### config.mk
export PLATFORM = sky130hd
export DESIGN_NAME = gtech_deser8
export DESIGN_NICKNAME = d
export VERILOG_FILES = /design/src/rtl/gtech_deser8_pkg.sv /design/src/rtl/gtech_deser8.sv
export SDC_FILE = /design/constraint.sdc
export NUM_CORES = 1
export LEC_CHECK = 0
export ABC_CLOCK_PERIOD_IN_PS = 2700
export CAP_MARGIN = 40
export CORE_MARGIN = 2
export CORE_UTILIZATION = 55
export CTS_BUF_LIST = sky130_fd_sc_hd__clkbuf_4
export DETAILED_ROUTE_END_ITERATION = 12
export PLACE_DENSITY = 0.79
export RECOVER_POWER = 50
export SYNTH_ARGS = -nofsm -noshare
export SYNTH_HDL_FRONTEND = slang
export SYNTH_SLANG_ARGS = --single-unit
### constraint.sdc
create_clock -name CP -period 2.7 [get_ports CP]
set_input_delay 0.54 -clock CP [delete_from_list [all_inputs] [get_ports CP]]
set_output_delay 0.54 -clock CP [all_outputs]
set_load 0.02 [all_outputs]
### src/rtl/gtech_deser8_pkg.sv
// Shared types and constants for the gtech_deser8 serial byte assembler.
package gtech_deser8_pkg;

    localparam int unsigned W  = 8;
    localparam int unsigned CW = 3;

    typedef enum logic [1:0] {
        IDLE  = 2'd0,
        SHIFT = 2'd1,
        PAR   = 2'd2
    } state_e;

    // Register index for serial bit k, honouring the bit-order option.
    function automatic logic [CW-1:0] bit_pos(input logic [CW-1:0] k, input logic lsb_first);
        return lsb_first ? k : CW'(W - 1) - k;
    endfunction

endpackage

### src/rtl/gtech_deser8.sv
// Serial-to-parallel byte assembler with optional parity and valid/ack output.
module gtech_deser8
    import gtech_deser8_pkg::*;
#(
    parameter int unsigned LSB_FIRST  = 1,
    parameter int unsigned PARITY_EN  = 0,
    parameter int unsigned PARITY_ODD = 0
) (
    input  logic         CP,
    input  logic         CD,
    input  logic         SYNC,
    input  logic         SI,
    input  logic         SI_VLD,
    input  logic         DOUT_ACK,
    output logic [W-1:0] DOUT,
    output logic         DOUT_VLD,
    output logic         BUSY,
    output logic         FERR,
    output logic         PERR,
    output logic         OVR
);

    localparam logic LSB  = (LSB_FIRST != 0);
    localparam logic PEN  = (PARITY_EN != 0);
    localparam logic PODD = (PARITY_ODD != 0);

    state_e          state_q, state_d;
    logic [CW-1:0]   cnt_q, cnt_d;
    logic [W-1:0]    sh_q, sh_d;
    logic [W-1:0]    dout_q, dout_d;
    logic            vld_q, vld_d;
    logic            ferr_q, ferr_d;
    logic            perr_q, perr_d;
    logic            ovr_q, ovr_d;

    logic [W-1:0]    sh_ins;
    logic [W-1:0]    sh_first;
    logic [W-1:0]    byte_val;
    logic            byte_done;
    logic            frame_abort;
    logic            par_fail;

    // State and datapath registers, cleared asynchronously.
    always_ff @(posedge CP or negedge CD) begin
        if (!CD) begin
            state_q <= IDLE;
            cnt_q   <= '0;
            sh_q    <= '0;
            dout_q  <= '0;
            vld_q   <= 1'b0;
            ferr_q  <= 1'b0;
            perr_q  <= 1'b0;
            ovr_q   <= 1'b0;
        end else begin
            state_q <= state_d;
            cnt_q   <= cnt_d;
            sh_q    <= sh_d;
            dout_q  <= dout_d;
            vld_q   <= vld_d;
            ferr_q  <= ferr_d;
            perr_q  <= perr_d;
            ovr_q   <= ovr_d;
        end
    end

    // Next-state: framing, bit placement, parity check; SYNC wins over completion.
    always_comb begin
        state_d     = state_q;
        cnt_d       = cnt_q;
        sh_d        = sh_q;
        byte_val    = sh_q;
        byte_done   = 1'b0;
        frame_abort = 1'b0;
        par_fail    = 1'b0;

        sh_ins                      = sh_q;
        sh_ins[bit_pos(cnt_q, LSB)] = SI;
        sh_first                    = '0;
        sh_first[bit_pos('0, LSB)]  = SI;

        if (SI_VLD) begin
            if (SYNC) begin
                frame_abort = (state_q != IDLE);
                sh_d        = sh_first;
                cnt_d       = CW'(1);
                state_d     = SHIFT;
            end else begin
                case (state_q)
                    SHIFT: begin
                        sh_d  = sh_ins;
                        cnt_d = cnt_q + CW'(1);
                        if (cnt_q == CW'(W - 1)) begin
                            if (PEN) begin
                                state_d = PAR;
                            end else begin
                                byte_done = 1'b1;
                                byte_val  = sh_ins;
                                state_d   = IDLE;
                            end
                        end
                    end
                    PAR: begin
                        state_d = IDLE;
                        if ((^sh_q ^ SI ^ PODD) == 1'b0) begin
                            byte_done = 1'b1;
                        end else begin
                            par_fail = 1'b1;
                        end
                    end
                    default: state_d = IDLE;
                endcase
            end
        end
    end

    // Output handshake: load on completion if free or acked this cycle, else overrun.
    always_comb begin
        dout_d = dout_q;
        vld_d  = vld_q;
        ferr_d = frame_abort;
        perr_d = par_fail;
        ovr_d  = 1'b0;
        if (byte_done) begin
            if (!vld_q || DOUT_ACK) begin
                dout_d = byte_val;
                vld_d  = 1'b1;
            end else begin
                ovr_d = 1'b1;
            end
        end else if (DOUT_ACK) begin
            vld_d = 1'b0;
        end
    end

    assign DOUT     = dout_q;
    assign DOUT_VLD = vld_q;
    assign BUSY     = (state_q != IDLE);
    assign FERR     = ferr_q;
    assign PERR     = perr_q;
    assign OVR      = ovr_q;

endmodule

Yosys cells after proc, flatten, opt, wreduce, memory -nomap -nowiden
Cells that the tools add are included.
W data, S select, Z words.
{"block": "classes", "addsub": 1, "bitwise": 1, "reduce_logical": 11, "eq_ne": 5, "n_mux": 30, "n_lt_le_gt_ge": 2}
{"cell": "$mux W8", "n": 6}
{"cell": "$mux W1", "n": 16}
{"cell": "$bwmux W8", "n": 1}
{"cell": "$reduce_and A2 Y1", "n": 4}
{"cell": "$reduce_xor A8 Y1", "n": 1}
{"cell": "$mux W2", "n": 3}
{"cell": "$mux W3", "n": 2}
{"cell": "$reduce_bool A2 Y1", "n": 3}
{"cell": "$lt A3 B4 Y1 const B", "n": 1}
{"cell": "$add A3 B1 Y3 const B", "n": 1}
{"cell": "$demux W1 S3", "n": 1}
{"cell": "$eq A3 B3 Y1 const B", "n": 1}
{"cell": "$ge A3 B1 Y1 const B", "n": 1}
{"cell": "$ne A3 B3 Y1 const B", "n": 1}
{"cell": "$eq A2 B1 Y1 const B", "n": 1}
{"cell": "$eq A2 B2 Y1 const B", "n": 1}
{"cell": "$ne A2 B1 Y1 const B", "n": 1}
{"cell": "$pmux W1 S2", "n": 1}
{"cell": "$logic_and A1 B1 Y1", "n": 1}
{"cell": "$logic_not A1 Y1", "n": 1}
{"cell": "$logic_or A1 B1 Y1", "n": 1}
{"cell": "$xor A1 B1 Y1", "n": 1}
{"block": "totals", "ff_bits": 25, "in_bits": 6, "output_inout_bits": 13, "word_cells": 58}

Longest topological paths before layout
Gate-level depths: netlist of run 1.
{"block": "depth", "depth_word": 9, "depth_mapped": 6, "mapped_depth_nobuf": 5}

Worst setup path after synthesis of run 1
OpenSTA, ideal clock, no wires.
{"block": "synth_path", "kind": "register to register", "start": "register cnt_q[0]", "end": "register dout_q[0] (netlist: DOUT[0])", "setup_time_ns": 0.079, "path_buffers": 1, "path_slack_ns": 1.393, "required_ns": 2.621, "period_less_slack_ns": 1.307, "arrival_time_ns": 1.227, "path_stages_with_launch": 7, "path_cell_list": "dfrtp_1 > ha_1 > ha_1 > nand4b_4 > nor2b_2 > buf_6 > mux2i_1"}
{"block": "synth_via", "elab_chain_cells": 9, "elab_cells_between_ends": 16, "cone_classes": "order compare (2); eq/ne (1); mux (11); reduce/logical (2)"}
{"item": "from (decl)", "line": "gtech_deser8.sv:28", "text": "logic [CW-1:0] cnt_q, cnt_d;"}
{"item": "from (signal assigned)", "line": "gtech_deser8.sv:56", "text": "cnt_q <= cnt_d;"}
{"item": "$lt A3 B4 Y1 (implied by the code) / $ge A3 B1 Y1 (equally long branches)", "line": "gtech_deser8.sv:77", "text": "sh_ins[bit_pos(cnt_q, LSB)] = SI;"}
{"item": "$logic_and A1 B1 Y1 (implied by the code)", "line": "gtech_deser8.sv:77"}
{"item": "$mux W1 (implied by the code)", "line": "gtech_deser8.sv:77"}
{"item": "$demux W1 S3", "line": "gtech_deser8.sv:77"}
{"item": "$bwmux W8", "line": "gtech_deser8.sv:77"}
{"item": "$mux W8", "line": "gtech_deser8.sv:92", "text": "if (cnt_q == CW'(W - 1)) begin"}
{"item": "$mux W8", "line": "gtech_deser8.sv:88", "text": "case (state_q)"}
{"item": "$mux W8", "line": "gtech_deser8.sv:82", "text": "if (SYNC) begin"}
{"item": "$mux W8", "line": "gtech_deser8.sv:81", "text": "if (SI_VLD) begin"}
{"item": "to (signal assigned)", "line": "gtech_deser8.sv:58", "text": "dout_q <= dout_d;"}
{"item": "to (decl)", "line": "gtech_deser8.sv:30", "text": "logic [W-1:0] dout_q, dout_d;"}
Parallel ways exist; a longest one is shown, timed or not.
A chain may end at the register's enable or synchronous reset.

Worst setup path after layout of run 1
{"block": "layout_path", "start": "register state_q[0]", "end": "output BUSY"}
{"block": "layout_via", "elab_chain_cells": 1}
{"item": "from (decl)", "line": "gtech_deser8.sv:27", "text": "state_e state_q, state_d;"}
{"item": "from (signal assigned)", "line": "gtech_deser8.sv:55", "text": "state_q <= state_d;"}
{"item": "$reduce_bool A2 Y1", "line": "gtech_deser8.sv:137", "text": "assign BUSY = (state_q != IDLE);"}
{"item": "to (decl)", "line": "gtech_deser8.sv:17", "text": "output logic BUSY,"}
No other way between the ends.

==> impl.org, run 1 <==
** Floorplanning
- Effective utilization at floorplan :: 59.3%
- Total die area :: 2520 um2
- The floorplan has 16 rows.
- The floorplan step set the die height to 50.2 um.
- Io pins :: 19
- In this run the standard cell core region covers 1980 um2.
- Overall die width :: 50.2 um

** Routing
- After detailed routing, the number of remaining DRC violations is 0.
- Routed Wire Length :: 2000 um
- Average wire length per cell after detail routing :: 13.9 um
- Initial DRT Pass Iterations :: 4
- Per-cell via count in the routed design :: 5.51
- Once detail routing completed, the nets flagged for antenna violations numbered 0.
- The final route contains 794 vias.
- The first routing iteration left 10 violations.

** Global route
- The initial antenna violation count is 0.
- Overall fraction of global-route tracks in use :: 18.4%
- The number of global-route vias before repair came to 799.
- First-pass GRT wire length :: 3550 um
- Entering global routing, the biggest net connects 24 pins.
- After global routing the overflow that remains totals 0.

** Synth
- Warnings from Yosys :: 0
- Counting every net in the synthesized netlist gives 111.
- Mux share of post-synthesis cell area :: 13.6%
- After synthesis, the largest family of logic cells by area is simple AND/OR/NAND/NOR gates.
- After synthesis, the most frequently instantiated cells are 23 x sky130_fd_sc_hd__dfrtp_1, 16 x sky130_fd_sc_hd__mux2i_1, 13 x sky130_fd_sc_hd__o21ai_0.
- Proportion of synthesized chip area in sequential cells :: 49.0%
- The most common cell in the synthesized netlist is sky130_fd_sc_hd__dfrtp_1.
- Simple-gate area share of the yosys netlist :: 14.8%
- Fraction of post-synthesis cell area in the top cell type by area :: 49.0%
- A synthesized cell averages 11.4 um2.
- After Yosys synthesis, XOR and XNOR cells account for 0% of the synthesized area.
- Gate Count Post-Synth :: 103
- Yosys reg bits :: 23
- Largest cells by area after synthesis :: sky130_fd_sc_hd__dfrtp_1 49%, sky130_fd_sc_hd__mux2i_1 14%, sky130_fd_sc_hd__o21ai_0 5.5%, sky130_fd_sc_hd__buf_6 3.8%, sky130_fd_sc_hd__nor3b_2 3.2%
- In the synthesized netlist the dominant register cell turns out to be sky130_fd_sc_hd__dfrtp_1.
- The synthesized netlist devotes 11.1% of its cell area to compound gates.
- Synth cell types :: 27
- Cell area after technology mapping :: 1170 um2
- Yosys mapped a number of flops with a built-in enable equal to 0.
- Fraction of the mapped netlist area in adder cells :: 2.13%
- The biggest area contributor in the post-synthesis netlist is sky130_fd_sc_hd__dfrtp_1.
- In the synthesized netlist the async set-or-reset flop fraction comes to 100%.

** STA
- Final critical delay including setup and external delays :: 2.04 ns
- Max-slew violations :: 0
- Setup total negative slack on the finished layout was measured at 0 ns.
- Worst slew margin :: 16.8%
- Worst hold slack :: 0.529 ns
- Once routing completed, OpenROAD measured the worst setup slack at 0.658 ns.
- The number of hold-slack violations in the final timing report came to 0.
- For the pin with the worst max-slew slack, the measured transition is 1.25 ns.
- In the finished design, the share of the clock period the worst path needs comes to 75.6%.
- Setup repair after global routing left no endpoint under its margin.
- Setup violations remaining at the end of the flow were counted as 0.
- Peak Freq :: 490 MHz
- Clock skew after layout :: 0.00756 ns

** Finish
- Share of cells above drive strength 1 :: 10.3%
- Area of all sequential standard cells :: 576 um2
- # nets final :: 126
- Layout-stage area growth over the synthesis result :: 12.8%
- Counting the fill cells in the layout gives 156.
- The number of antenna diodes in the final layout is 0.
- The multi-input combinational cells in the finished layout cover a total of 478 um2.
- Once layout is done, the placed cells without fillers occupy 1330 um2.

** Clock network
- Maximum root-to-sink buffer count :: 2
- CTS tree :: yes
- Once the clock tree was built, the setup fixing pass inserted 0 buffers.
- TritonCTS buffer count :: 3
- Post_cts resized :: 0
- # clock sinks :: 23
- The cell sitting at the root of the clock tree is a sky130_fd_sc_hd__clkbuf_4.
- In this run the number of H-tree levels came out at 1.
- At the later pin of the worst-skew pair, clock insertion delay measures 0.32 ns.
- After clock tree synthesis, the clock-pin slew on the worst setup and hold paths is 0.12 ns.
- Hold repair after CTS inserted 0 buffers.

** Status
- Result of the run :: finished, final reports clean

** Worst setup path
- Critical path class :: register to output pin
- Walking the worst path, the cells encountered are clkdlybuf4s50_1.
- Req. time, crit path :: 2.16 ns
- WP data arrival :: 1.50 ns
- The worst setup path is launched from a register.
- CP Buf/Inv Count :: 1
- For this run, the slowest stage of the critical path takes 0.66 ns.
- The slowest stage of the critical path is the sky130_fd_sc_hd__clkdlybuf4s50_1 cell.
- Crit end category :: output pin
- Critical-path maximum fanout :: 10
- In this design, the largest share of critical-path delay is due to buffers and inverters.

** Place
- Area of placed instances :: 1310 um2
- Final weighted congestion in routability-driven placement :: 0.755
- Port Buf Inserts :: 17
- At the placement stage, the worst setup path has a slack of 0.474 ns.
- The wire-length estimate of the detail-placed layout is 1380 um.

** Pwr
- In this run the power density over the cells is 732 nW/um2.
- IR analysis of the VDD net gives a maximum drop of 0.000542 V.
- Leak :: 0.599 nW

** Min path
- HP Class :: register to register

** Run
- Count of max-cap constraint violations :: 0
[registers in the layout (all words and copies together), names as in the netlist]
signal and cells:
DOUT 8, DOUT_VLD 1, sh_q 8, cnt_q 3, state_q 1, FERR 1
OVR 1
[power by group]
group	leakage, nW	total [mW]	switching (mW)	internal, mW
clock	0.0184	0.170	0.102	0.0679
sequential	0.272	0.491	0.0809	0.410
combinational	0.309	0.309	0.146	0.162
[area by class of cell]
class | count | share of cell area, %
Clock buffer | 4 | 2.27
Sequential cell | 23 | 43.4
Multi-Input combinational cell | 63 | 36.1
Timing Repair Buffer | 18 | 13.1
Inverter | 9 | 2.55
Tap cell | 27 | 2.55
[cell families after synthesis]
| family | count (synthesis) |
|---|---|
| AOI/OAI and AO/OA | 22 |
| other | 1 |
| buffers and inverters | 17 |
| and+or+nand+nor | 22 |
| muxes | 16 |
| DFF | 23 |
| adders and majority gates | 2 |
[metal layers]
layer / GRT usage [%] / routed length [um]
met1: 24.8 / 932
met4: 7.41 / 27
met3: 3.87 / 81
met5: 0 / 0
met2: 28.7 / 956
[per-stage QoR]
stage,total power [mW],instances,utilization (%)
finish,0.969,144,66.9
global route,1.03,144,66.9
CTS,0.981,144,67.8
detailed placement,0.811,140,66.3
global placement,0.802,140,66.3
floorplan,0.722,103,-
[worst paths after layout]
check,startpoint,endpoint,slack [ns],depth (start not counted)
worst max-delay path,state_q[0]$_DFFE_PN0P_,BUSY,0.66,1
worst min-delay path,sh_q[5]$_DFFE_PN0P_,sh_q[5]$_DFFE_PN0P_,0.53,2
worst max register to register,cnt_q[1]$_DFFE_PN0P_,DOUT[4]$_DFFE_PN0P_,0.73,5
worst min register to register,sh_q[5]$_DFFE_PN0P_,sh_q[5]$_DFFE_PN0P_,0.53,2
max in group asynchronous,CD,FERR$_DFF_PN0_,0.97,2
min in group asynchronous,CD,sh_q[1]$_DFFE_PN0P_,0.99,2
[cell usage in the layout, fill, tap and decap left out, types with 3 or more instances in the layout]
cell type	instances
sky130_fd_sc_hd__dfrtp_1	23
sky130_fd_sc_hd__mux2i_1	16
sky130_fd_sc_hd__clkdlybuf4s50_1	15
sky130_fd_sc_hd__o21ai_0	13
sky130_fd_sc_hd__inv_1	8
sky130_fd_sc_hd__nand3b_1	4
sky130_fd_sc_hd__clkbuf_4	4
sky130_fd_sc_hd__nor2b_1	3
sky130_fd_sc_hd__nand2_1	3
sky130_fd_sc_hd__nor3b_2	3
(Power assumes the default switching activity.)
==> run 2: changes to the inputs <==
--- a/config.mk
+++ b/config.mk
@@ -5,13 +5,13 @@
 export SDC_FILE = /design/constraint.sdc
 export NUM_CORES = 1
 export LEC_CHECK = 0
-export ABC_CLOCK_PERIOD_IN_PS = 2700
+export ABC_CLOCK_PERIOD_IN_PS = 1800
 export CAP_MARGIN = 40
 export CORE_MARGIN = 2
-export CORE_UTILIZATION = 55
+export CORE_UTILIZATION = 49
 export CTS_BUF_LIST = sky130_fd_sc_hd__clkbuf_4
 export DETAILED_ROUTE_END_ITERATION = 12
-export PLACE_DENSITY = 0.79
+export PLACE_DENSITY = 0.74
 export RECOVER_POWER = 50
 export SYNTH_ARGS = -nofsm -noshare
 export SYNTH_HDL_FRONTEND = slang
==> constraint.sdc (replaced) <==
create_clock -name CP -period 1.8 [get_ports CP]
set_input_delay 0.36 -clock CP [delete_from_list [all_inputs] [get_ports CP]]
set_output_delay 0.36 -clock CP [all_outputs]
set_load 0.02 [all_outputs]
==> run 2 against run 1 <==
Hold slack got worse by 0.0044 ns. Largest power group unchanged. Sequential power increased by 36%. Setup slack lost 0.54 ns.
==> impl.org, run 2 (same netlist as run 1, synthesis figures left out) <==
** Clock network
- The number of buffers added by the clock tree synthesis step was 3 (unchanged).
- The clock latency on the worst-skew pair came to 0.32 ns (about the same).
- The clock-pin slew on the worst setup and hold paths was 0.13 ns (about the same).
- CTS tree :: yes
- The number of gates given a new drive strength after cts is 0 (unchanged).
- The total clock sinks was 23 (unchanged).
- Setup Buffers After CTS :: 0 (unchanged)
- Master cell of the clock root buffer :: sky130_fd_sc_hd__clkbuf_4
- The total of hold buffers inserted after clock tree synthesis was 0 (unchanged).
- H-tree Lvls :: 1 (unchanged)
- The maximum clock path buffer count was 2 (unchanged).

** Routing
- Top metal layer carrying routed signals :: met4
- Per-cell via count in the routed design :: 5.41 (-1.9%)
- The amount of wire on met2 after detailed routing is 1060 um (+10%).
- The met3 layer wire length in the routed design is 85 um (+4.9%).
- The remaining number of nets flagged by the antenna check after routing came to 0 (unchanged).
- DRC violation count after routing :: 0 (unchanged)
- The mean routed wirelength per cell came to 13.8 um (-0.64%).
- The detailed router's first-iteration violation count was 17 (+7).
- Initial DRT Pass Iterations :: 4 (unchanged)
- The total routed wirelength is 2120 um (+6.3%).
- The via total after detailed routing was 833 (+4.9%).
- The routed length on met1 is 954 um (+2.4%).

** Worst setup path
- The number of cells on the worst reg-to-reg path came to 6 (+1).
- Critical path, cell by cell :: clkdlybuf4s50_1
- The slowest stage of the critical path is the sky130_fd_sc_hd__clkdlybuf4s50_1 cell.
- Critical path depth :: 1 (unchanged)
- Critical-path maximum fanout :: 2 (-8)
- The worst setup path is captured at an output pin.
- The largest stage delay on the critical path is 0.61 ns (-0.05 ns).
- Critical path class :: register to output pin
- CP Buf/Inv Count :: 1 (unchanged)
- STA classifies the critical path startpoint as a register.
- The required time at the worst-slack endpoint is 1.44 ns (-0.72 ns).
- Cell class contributing the biggest share of worst-path delay :: buffers and inverters
- WP data arrival :: 1.32 ns (-0.18 ns)

** Global route
- The initial antenna violation count was 0 (unchanged).
- The number of global-route vias before repair was 762 (-4.6%).
- Overall fraction of global-route tracks in use :: 17.3% (-1.0 points)
- Maximum number of pins on one net before global-route repair :: 24 (unchanged)
- The first-pass GRT wire length came to 3410 um (-3.9%).
- The total congestion overflow after global routing is 0 (unchanged).

** Pwr
- The proportion of total power due to net switching was 34.2% (+0.21 points).
- Net switching power figure :: 0.509 mW (+55%)
- Peak VDD IR :: 0.000658 V (+21%)
- Leak :: 0.639 nW (+6.8%)
- Ratio of total power to cell area :: 1070 nW/um2 (+47%)
- The power share of the combinational group is 38.8% (+6.9 points).
- Share of power burned in the clock network :: 16.3% (-1.2 points)
- Proportion of power drawn by flip-flops and latches :: 44.9% (-5.7 points)
- Final Total Pwr :: 1.49 mW (+54%)
- The internal power consumption is 0.979 mW (+53%).

** STA
- Setup repair after global routing left no endpoint under its margin.
- Worst slew margin :: 18.6% (+1.8 points)
- The number of hold-slack violations in the final timing report came to 0 (unchanged).
- The worst path in the final design needs a cycle of 1.68 ns, including I/O delays and setup.
- Setup TNS :: 0 ns (unchanged)
- The worst clock skew is 0.00994 ns (+0.00238 ns).
- Pin slew with the least headroom to its limit :: 1.22 ns (-0.0271 ns)
- Peak Freq :: 595 MHz
- Final Cycle Share :: 93.4%
- The final-report setup violation count came to 0 (unchanged).
- The max-slew violation total from the final report was 0 (unchanged).

** Finish
- The layout net count came to 135 (+7.1%).
- Compared with the post-synthesis result, the final layout area differs by 18.1%.
- In the layout the commonest cells are 23 x sky130_fd_sc_hd__dfrtp_1, 16 x sky130_fd_sc_hd__mux2i_1, 16 x sky130_fd_sc_hd__clkdlybuf4s50_1.
- Number of antenna cells inserted :: 0 (unchanged)
- The library cell used most frequently in the layout, excluding fill and tap cells, is sky130_fd_sc_hd__dfrtp_1.
- The ratio of cells with drive above 1 in the final layout is 15.9% (+5.6 points).
- The final instance area is 1390 um2 (+4.7%).

** Floorplanning
- The area of the placeable core came to 2230 um2 (+13%).
- Total number of placement rows :: 17 (+1)
- The starting density of the core was 52.6% (-6.7 points).
- Total die area :: 2810 um2 (+11%)
- The overall die width is 53.0 um (+5.5%).
- Io pins :: 19 (unchanged)
- The die span in y is 53.0 um (+5.5%).

** Min path
- HP Class :: register to register
- The worst hold path stage count came to 2 (unchanged).

** Run
- The max-capacitance violation count came to 0 (unchanged).

** Status
- Result of the run :: finished, final reports clean

** Place
- The area after detailed placement was 1380 um2 (+5.2%).
- The weighted congestion reported at the end of routability-driven placement was 0.766 (+1.5%).
- The final HPWL from detailed placement is 1490 um (+7.9%).
- Port Buf Inserts :: 17 (unchanged)
[run 2: cell type report]
type                            instances  area (um2)
Multi-Input combinational cell         63         478
Timing Repair Buffer                   27         238
Inverter                                9        33.8
Fill cell                             205         846
Clock buffer                            3        22.5
Sequential cell                        23         576
Tap cell                               28        35.0
Clock inverter                          1        5.00
[run 2: layer usage]
| layer | track usage [%] | vias to the layer above |
|---|---|---|
| met3 | 2.82 | 4 |
| met4 | 8.97 | 0 |
| li1 | - | 400 |
| met5 | 0 | - |
| met2 | 28.7 | 20 |
| met1 | 21.6 | 409 |
[run 2: path summary, 6_finish.rpt]
kind                                       end  slack, ns            startpoint
min                        sh_q[2]$_DFFE_PN0P_       0.52   sh_q[2]$_DFFE_PN0P_
max                                   DOUT_VLD       0.12  DOUT_VLD$_DFFE_PN0P_
max in group asynchronous  DOUT[5]$_DFFE_PN0P_       0.35                    CD
min reg2reg                sh_q[2]$_DFFE_PN0P_       0.52   sh_q[2]$_DFFE_PN0P_
max reg2reg                DOUT[0]$_DFFE_PN0P_       0.34  cnt_q[0]$_DFFE_PN0P_
min in group asynchronous  DOUT[3]$_DFFE_PN0P_       0.73                    CD
[run 2: power groups by stage]
| stage | Combinational (mW) | Clock, mW | Sequential (mW) |
|---|---|---|---|
| 2_1_floorplan | 0.340 | 0 | 0.743 |
| 3_3_place_gp | 0.581 | 0 | 0.675 |
| 3_5_place_dp | 0.591 | 0 | 0.679 |
| 4_1_cts | 0.593 | 0.251 | 0.669 |
| 5_1_grt | 0.633 | 0.266 | 0.680 |
| 6_report | 0.577 | 0.243 | 0.669 |
[run 2: worst reg2reg max path, delay by kind of cell, from the launching register on]
family / cells / cell delay, ns
adders and majority gates: 2 / 0.35
DFF: 1 / 0.38
and+or+nand+nor: 2 / 0.32
muxes: 1 / 0.18
buffers and inverters: 1 / 0.16
[run 2: per-stage QoR]
stage,cells,util [%],hold WS [ns],worst slack [ns]
after floorplan,103,-,0.0644,0.493
after global placement,150,61.9,0.486,0.0931
after detailed placement,150,61.9,0.499,0.0609
after CTS,154,63.1,0.383,0.100
after global routing,154,62.1,0.540,0.0746
final,154,62.1,0.524,0.118
